--- src/rtl/uart_word_tx_fifo_pkg.sv ---
// Shared UART definitions: baud divider constants, transmitter FSM states and
// the Baud_Set to clocks-per-bit mapping (also used by the receive side).
package uart_word_tx_fifo_pkg;

    localparam logic [12:0] BPS_9600   = 13'd5208;
    localparam logic [12:0] BPS_19200  = 13'd2604;
    localparam logic [12:0] BPS_38400  = 13'd1302;
    localparam logic [12:0] BPS_57600  = 13'd868;
    localparam logic [12:0] BPS_115200 = 13'd434;

    typedef enum logic [2:0] {
        IDLE,
        LOAD,
        START,
        DATA,
        STOP
    } tx_state_e;

    // Unused selector codes fall back to the fastest rate.
    function automatic logic [12:0] baud_div(input logic [2:0] sel);
        case (sel)
            3'd0:    return BPS_9600;
            3'd1:    return BPS_19200;
            3'd2:    return BPS_38400;
            3'd3:    return BPS_57600;
            default: return BPS_115200;
        endcase
    endfunction

endpackage

--- src/rtl/uart_word_fifo.sv ---
// Synchronous word FIFO; an extra wrap bit on each pointer separates full from empty.
module uart_word_fifo
    import uart_word_tx_fifo_pkg::*;
#(
    parameter int DATA_WIDTH = 32,
    parameter int FIFO_DEPTH = 4
) (
    input  logic                          clk,
    input  logic                          rst,
    input  logic                          push,
    input  logic                          pop,
    input  logic [DATA_WIDTH-1:0]         wdata,
    output logic [DATA_WIDTH-1:0]         rdata,
    output logic                          full,
    output logic                          empty,
    output logic [$clog2(FIFO_DEPTH):0]   level
);

    localparam int AW = $clog2(FIFO_DEPTH);

    logic [DATA_WIDTH-1:0] mem [FIFO_DEPTH];
    logic [AW:0]           wr_ptr;
    logic [AW:0]           rd_ptr;
    logic                  do_push;
    logic                  do_pop;

    assign do_push = push & ~full;
    assign do_pop  = pop & ~empty;

    always_ff @(posedge clk) begin
        if (rst) begin
            wr_ptr <= '0;
            rd_ptr <= '0;
        end else begin
            if (do_push) wr_ptr <= wr_ptr + 1'b1;
            if (do_pop)  rd_ptr <= rd_ptr + 1'b1;
        end
    end

    always_ff @(posedge clk) begin
        if (do_push) mem[wr_ptr[AW-1:0]] <= wdata;
    end

    assign rdata = mem[rd_ptr[AW-1:0]];
    assign empty = (wr_ptr == rd_ptr);
    assign full  = (wr_ptr[AW] != rd_ptr[AW]) && (wr_ptr[AW-1:0] == rd_ptr[AW-1:0]);
    assign level = wr_ptr - rd_ptr;

endmodule

--- src/rtl/uart_word_tx_fifo.sv ---
// Buffered word UART transmitter: queues DATA_WIDTH-bit words and sends each
// as consecutive 8N1 bytes, byte order chosen by MSB_FIRST.
module uart_word_tx_fifo
    import uart_word_tx_fifo_pkg::*;
#(
    parameter int DATA_WIDTH = 32,
    parameter int MSB_FIRST  = 0,
    parameter int FIFO_DEPTH = 4
) (
    input  logic                          Clk,
    input  logic                          Rst,
    input  logic [DATA_WIDTH-1:0]         data_in,
    input  logic                          data_valid,
    output logic                          data_ready,
    input  logic [2:0]                    Baud_Set,
    output logic                          uart_tx,
    output logic                          Tx_Done,
    output logic                          uart_state,
    output logic [$clog2(FIFO_DEPTH):0]   fifo_level
);

    localparam int NBYTES = DATA_WIDTH / 8;
    localparam int BIW    = (NBYTES > 1) ? $clog2(NBYTES) : 1;
    localparam logic [BIW-1:0] LAST_BYTE = BIW'(NBYTES - 1);

    tx_state_e             state;
    logic [DATA_WIDTH-1:0] shreg;
    logic [12:0]           bps;
    logic [12:0]           bit_cnt;
    logic [3:0]            bit_idx;
    logic [BIW-1:0]        byte_idx;
    logic [7:0]            cur_byte;

    logic                  fifo_full;
    logic                  fifo_empty;
    logic                  fifo_pop;
    logic                  fifo_push;
    logic [DATA_WIDTH-1:0] fifo_rdata;

    assign fifo_push  = data_valid & ~fifo_full;
    assign fifo_pop   = (state == LOAD);
    assign data_ready = ~fifo_full;

    uart_word_fifo #(
        .DATA_WIDTH (DATA_WIDTH),
        .FIFO_DEPTH (FIFO_DEPTH)
    ) u_fifo (
        .clk   (Clk),
        .rst   (Rst),
        .push  (fifo_push),
        .pop   (fifo_pop),
        .wdata (data_in),
        .rdata (fifo_rdata),
        .full  (fifo_full),
        .empty (fifo_empty),
        .level (fifo_level)
    );

    // The byte on the line always sits at the outgoing end of the shift register.
    assign cur_byte = (MSB_FIRST != 0) ? shreg[DATA_WIDTH-1 -: 8] : shreg[7:0];

    always_ff @(posedge Clk) begin
        if (Rst) begin
            state      <= IDLE;
            uart_tx    <= 1'b1;
            Tx_Done    <= 1'b0;
            uart_state <= 1'b0;
            shreg      <= '0;
            bps        <= BPS_115200;
            bit_cnt    <= '0;
            bit_idx    <= '0;
            byte_idx   <= '0;
        end else begin
            Tx_Done <= 1'b0;
            case (state)
                IDLE: begin
                    uart_tx <= 1'b1;
                    if (!fifo_empty) state <= LOAD;
                end
                LOAD: begin
                    shreg      <= fifo_rdata;
                    bps        <= baud_div(Baud_Set);
                    bit_cnt    <= '0;
                    bit_idx    <= '0;
                    byte_idx   <= '0;
                    uart_state <= 1'b1;
                    uart_tx    <= 1'b0;
                    state      <= START;
                end
                START, DATA, STOP: begin
                    if (bit_cnt == bps - 13'd1) begin
                        bit_cnt <= '0;
                        // bit_idx: 0 start, 1..8 data, 9 stop
                        if (bit_idx == 4'd9) begin
                            bit_idx <= '0;
                            if (byte_idx != LAST_BYTE) begin
                                byte_idx <= byte_idx + 1'b1;
                                shreg    <= (MSB_FIRST != 0) ? (shreg << 8) : (shreg >> 8);
                                uart_tx  <= 1'b0;
                                state    <= START;
                            end else begin
                                Tx_Done    <= 1'b1;
                                uart_state <= 1'b0;
                                uart_tx    <= 1'b1;
                                state      <= IDLE;
                            end
                        end else begin
                            bit_idx <= bit_idx + 1'b1;
                            if (bit_idx == 4'd8) begin
                                uart_tx <= 1'b1;
                                state   <= STOP;
                            end else begin
                                uart_tx <= cur_byte[bit_idx[2:0]];
                                state   <= DATA;
                            end
                        end
                    end else begin
                        bit_cnt <= bit_cnt + 1'b1;
                    end
                end
                default: begin
                    uart_tx <= 1'b1;
                    state   <= IDLE;
                end
            endcase
        end
    end

endmodule

--- config.mk ---
export PLATFORM = sky130hd
export DESIGN_NAME = uart_word_tx_fifo
export DESIGN_NICKNAME = d
export VERILOG_FILES = /design/src/rtl/uart_word_tx_fifo_pkg.sv /design/src/rtl/uart_word_fifo.sv /design/src/rtl/uart_word_tx_fifo.sv
export SDC_FILE = /design/constraint.sdc
export NUM_CORES = 1
export LEC_CHECK = 0
export CORE_UTILIZATION = 40
export DETAILED_ROUTE_END_ITERATION = 7
export DONT_BUFFER_PORTS = 1
export MAX_ROUTING_LAYER = met4
export SLEW_MARGIN = 10
export SYNTH_ARGS = -nofsm -noshare
export SYNTH_HDL_FRONTEND = slang
export SYNTH_HIERARCHICAL = 1
export SYNTH_SLANG_ARGS = --single-unit
--- constraint.sdc ---
create_clock -name Clk -period 4.62 [get_ports Clk]
set_input_delay 0.693 -clock Clk [delete_from_list [all_inputs] [get_ports Clk]]
set_output_delay 0.693 -clock Clk [all_outputs]
set_load 0.005 [all_outputs]
# Yosys cells after proc, flatten, opt, wreduce, memory -nomap -nowiden
# Memories as Yosys holds them, arrays and structs flattened. A register that Yosys moved wholly into a read port is not among the register bits.
# Index checks and enable logic that the tools add are counted.
word_totals:
  register_bits: 76
  ram_bits: 128
  input_bits: 38
  output_inout_bits: 7
  elab_cells: 92
  memories: 1
op_classes:
  n_addsub: 7
  n_lt_le_gt_ge: 1
  eq_ne: 19
  mux: 35
  bitwise: 8
  reduce_logical: 10
memory_table:
  columns: ["name", "depth", "word_bits", "rd", "rd_ports_with_merged_regs", "write_ports", "line", "rtl"]
  rows:
  - ["u_fifo.mem", 4, 32, 1, 1, 1, "uart_word_fifo.sv:21", "logic [DATA_WIDTH-1:0] mem [FIFO_DEPTH];"]
ops:
  columns: ["operator", "n"]
  rows:
  - ["$mux 32", 3]
  - ["$pmux 32 s2", 1]
  - ["$pmux 13 s4", 1]
  - ["$pmux 13 s2", 1]
  - ["$add 13x1->13 const B", 1]
  - ["$eq 13x13->1", 1]
  - ["$mux 13", 1]
  - ["$sub 13x1->13 const B", 1]
  - ["$eq 3x2->1 const B", 4]
  - ["$mux 2", 6]
  - ["$mux 3", 4]
  - ["$ne 2x2->1 const B", 6]
  - ["$mux 1", 10]
  - ["$pmux 3 s3", 1]
  - ["$eq 4x4->1 const B", 2]
  - ["$mux 4", 2]
  - ["$pmux 4 s2", 1]
  - ["$reduce_and 4->1", 2]
  - ["$add 3x1->3 const B", 2]
  - ["$eq 3x1->1 const B", 2]
  - ["$logic_not 3->1", 2]
  - ["$not 1->1", 5]
  - ["$add 4x1->4 const B", 1]
  - ["$lt 3x4->1 const B", 1]
  - ["other kinds (15)", 19]

# Depth between registers and ports, before layout
logic_depth:
  ltp_word: 7
  ltp_mapped: 11
  mapped_depth_nobuf: 9

# By module
# The synthesis kept the hierarchy.
by_module_without_submodules:
  columns: ["module", "n_inst", "cells_each", "area_per_inst_um2", "seq_area_each_um2"]
  rows:
  - ["uart_word_fifo", 1, 233, 5222.5, 4003.8]
  - ["uart_word_tx_fifo", 1, 419, 3659.8, 1381.3]

# Least setup slack after synthesis
# No wires, ideal clock.
synth_timing:
  path_type: "reg-to-reg"
  from: "register u_fifo.wr_ptr[0]"
  to: "memory u_fifo.mem[0][0] (enable)"
  setup_ns: 0.392
  arrival_time_ns: 2.378
  required_ns: 4.228
  setup_slack_ns: 1.850
  path_stages_with_launch: 9
  path_buffers: 1
  period_less_slack_ns: 2.770
  path_cell_list: "dfxtp_1 -> inv_1 -> ha_1 -> buf_6 -> nand2_1 -> nor2_1 -> nor2b_1 -> a21boi_1 -> and2_1"
synth_via:
  elab_chain_len: 7
synth_rtl:
  columns: ["element", "line", "rtl"]
  rows:
  - ["start, declared", "uart_word_fifo.sv:22", "logic [AW:0] wr_ptr;"]
  - ["start signal, assigned", "uart_word_fifo.sv:35", "if (do_push) wr_ptr <= wr_ptr + 1'b1;"]
  - ["$eq 2x2->1", "uart_word_fifo.sv:46", "assign full = (wr_ptr[AW] != rd_ptr[AW]) && (wr_ptr[AW-1:0] == rd_ptr[AW-1:0]);"]
  - ["$logic_and 1x1->1", "uart_word_fifo.sv:46", null]
  - ["via fifo_full", "uart_word_tx_fifo.sv:34", "logic fifo_full;"]
  - ["$not 1->1", "uart_word_tx_fifo.sv:40", "assign fifo_push = data_valid & ~fifo_full;"]
  - ["$and 1x1->1", "uart_word_tx_fifo.sv:40", null]
  - ["via fifo_push", "uart_word_tx_fifo.sv:37", "logic fifo_push;"]
  - ["$and 1x1->1", "uart_word_fifo.sv:27", "assign do_push = push & ~full;"]
  - ["$mux 1", "uart_word_fifo.sv:41", "if (do_push) mem[wr_ptr[AW-1:0]] <= wdata;"]
  - ["$mux 1 (not written as such)", "uart_word_fifo.sv:41", null]
  - ["end, declared", "uart_word_fifo.sv:21", null]
# The timed path passes the listed nets, and every way through them passes these cells.

# Worst setup path after layout
layout_timing:
  from: "register bit_cnt[8]"
  to: "register shreg[22]"
layout_via:
  elab_chain_len: 3
layout_rtl:
  columns: ["element", "line", "rtl"]
  rows:
  - ["start, declared", "uart_word_tx_fifo.sv:29", "logic [12:0] bit_cnt;"]
  - ["start signal, assigned", "uart_word_tx_fifo.sv:118", "bit_cnt <= bit_cnt + 1'b1;"]
  - ["$eq 13x13->1", "uart_word_tx_fifo.sv:91", "if (bit_cnt == bps - 13'd1) begin"]
  - ["$ne 2x2->1 (no source line)", null, null]
  - ["$reduce_and 4->1 (no source line)", null, null]
  - ["end signal, assigned", "uart_word_tx_fifo.sv:81", "shreg <= fifo_rdata;"]
  - ["end signal, assigned", "uart_word_tx_fifo.sv:98", "shreg <= (MSB_FIRST != 0) ? (shreg << 8) : (shreg >> 8);"]
  - ["end, declared", "uart_word_tx_fifo.sv:27", "logic [DATA_WIDTH-1:0] shreg;"]
# Every way passes these cells.
# A chain may end at the register's enable or synchronous reset.

==> results.py <==
metrics = {
    "run_status": {
        "status": "finished clean",
    },
    "worst_setup_path": {
        "crit_cells": 9,
        "endpoint_kind": "flop",
        "worst-path-buf-inv": 2,
        "rr_worst_depth": 9,
        "worstPathRequired_ns": 5.01,
        "crit_family": "simple AND/OR/NAND/NOR gates",
        "worstPathCellList": "or3b_1 > or4_1 > a22o_1 > a2111oi_4 > nand4_1 > buf_4 > nand2_1 > buf_4 > a211oi_2",
        "cp_max_fo": 13,
        "setup.worst_path.class": "flop to flop",
        "cpMaxStageDelayCell": "or4_1",
        "crit_path_frequent_cell": "buf_4",
        "cp.arrival_ns": 3.81,
        "slowest_delay_ns": 0.48,
        "startpoint_type": "flop",
    },
    "synthesis": {
        "async_flop_share_pct": 0,
        "synth_warnings": 6,
        "netlist_area_sq_mm": 0.00888,
        "syn-num-nets": 701,
        "synth_top_flop_cell": "edfxtp_1",
        "synth_cell_types": 65,
        "yosysSeqAreaShare_pct": 60.6,
        "syn_area_per_cell_sq_um": 13.6,
        "ys_ff_latch": 205,
        "synth_cells": 652,
        "synth_edf_count": 128,
    },
    "floorplan": {
        "die_h_um": 151,
        "fp.coreArea_sq_mm": 0.0218,
        "fp-row-count": 54,
        "die_x_um": 151,
        "dieArea_sq_mm": 0.0228,
        "ios": 45,
        "start_util_pct": 40.7,
    },
    "drt": {
        "dr.pass1.iters": 4,
        "routed-via-count": 5298,
        "wirelength_mm": 17.7,
        "drc_errors": 0,
        "routed_via_density": 5.59,
        "drt_iter0_drc": 338,
        "wl_per_cell_um": 18.7,
        "ant_nets": 0,
    },
    "global_routing": {
        "grt_max_degree": 84,
        "grt_pass1_wl_mm": 28.4,
        "antenna_found_initial": 0,
        "grt_use_total_pct": 16.5,
        "grt-ovfl-total": 0,
        "grt_pass1_vias": 5410,
    },
    "sta": {
        "period_needed_ns": 3.42,
        "worst_pin_slew_ns": 0.864,
        "rsz0062_at_grt": "no",
        "fin_crit_sh_pct": 74.1,
        "whs_ns": 0.262,
        "drv_slew": 0,
        "max_freq_mhz": 292,
        "setup_viol": 0,
        "hold_violations": 0,
        "fin_skew_ns": 0.0149,
        "slew-limit-headroom_pct": 42.4,
        "setup_tns_ns": 0,
    },
    "layout": {
        "final_common_cell": "edfxtp_1",
        "nets": 699,
        "area_delta_synth_final_pct": 11.6,
        "layout_common_cells": "128 x edfxtp_1, 76 x dfxtp_1, 38 x nor3_1",
        "diodes": 0,
        "postLayoutCellArea_sq_mm": 0.00991,
        "drive_gt1_share_pct": 17.1,
    },
    "clock_tree": {
        "hold_buffers": 0,
        "cts_root_buf": "clkbuf_16",
        "clk_pin_slew_ns": 0.06,
        "cts_max_level": 1,
        "cts_tree": "yes",
        "clk_latency_ns": 0.52,
        "cts.sinks": 205,
        "post_cts_buffers": 0,
        "clockBufferDepth": 3,
        "cts_buffers": 23,
        "cts-resized-gates": 0,
    },
    "placed_design": {
        "place_hpwl_mm": 11.2,
        "globalplace.congestion": 0.890,
        "placed_cell_area_sq_mm": 0.00912,
        "portBuffers": 0,
    },
    "power_and_ir_drop": {
        "p_leak_nw": 3.30,
        "ir_worst_vdd_mv": 0.378,
        "power_density_mw_per_mm2": 567,
    },
    "min_path": {
        "hold_class": "input pin to flop",
        "hold_depth": 0,
    },
    "run": {
        "max_cap_viol_count": 0,
    },
}
layout make-up:
type	count	area (sq um)
repair buffers	13	97.6
clock inverters	11	135
clock buffers	31	661
inverters	14	52.6
flip-flops and latches	205	5390
fillers	1904	11900
multi-input cells	393	3230
well taps	280	350
logic make-up after synthesis:
| family | count (synthesis) | synth area share (%) |
|---|---|---|
| compound gates | 121 | 10.4 |
| mux | 59 | 11.4 |
| buf+inv | 54 | 3.07 |
| fa+ha+maj | 11 | 1.63 |
| simple gates | 184 | 11.0 |
| xor+xnor | 18 | 1.86 |
| flops | 205 | 60.6 |
registers in the layout, summed over array words and instances (netlist names), named ones only:
register,flops
u_fifo/mem,128
bit_cnt,13
u_fifo/rd_ptr,3
shreg,32
bps,12
bit_idx,4
Tx_Done,1
u_fifo/wr_ptr,3
uart_tx,1
uart_state,1
byte_idx,2
state,3
power by group:
| part | total, mW | switching [mW] | internal (mW) |
|---|---|---|---|
| sequential | 2.49 | 0.191 | 2.30 |
| clock | 1.87 | 0.737 | 1.13 |
| combinational | 1.26 | 0.693 | 0.568 |
| total | 5.62 | 1.62 | 4.00 |
stage by stage:
step                cells  setup WS, ns  power (mW)  util (%)
floorplan             652          1.85        3.52         -
global placement      905          1.30        3.76      41.8
detailed placement    905          1.26        3.81      41.8
CTS                   947          1.23        5.69      45.4
global route          947          1.05        5.89      45.4
finish                947          1.20        5.62      45.4
worst paths after layout:
kind	slack, ns	from	to
setup / recovery	1.20	bit_cnt[8]	shreg[22]
hold / removal	0.26	data_in[3]	u_fifo/mem[2][3]
setup reg to reg	1.20	bit_cnt[8]	shreg[22]
hold reg to reg	0.46	shreg[29]	shreg[29]
per-layer routing:
layer | up-vias | part of all wire (%) | GRT usage (%)
li1 | 2537 | - | -
met1 | 2622 | 42 | 20.5
met2 | 103 | 51 | 27.4
met3 | 36 | 4.5 | 3.01
met4 | 0 | 2.7 | 4.85
met5 | - | 0 | -
cell usage after synthesis (all sizes together) (13+ instances only):
cell type	instances	share of area [%]
mux4	34	8.6
edfxtp	128	43
mux2i	25	2.8
or3	13	0.92
nand2	34	1.4
a21oi	32	1.8
nand3	26	1.5
dfxtp	77	17
nor2	25	1.1
nor3	38	2.1
o21ai	16	0.90
a211oi	25	3.1
clkbuf	19	0.80
inv	14	0.59
buf	21	1.7
Power figures use the tool's default switching activity.
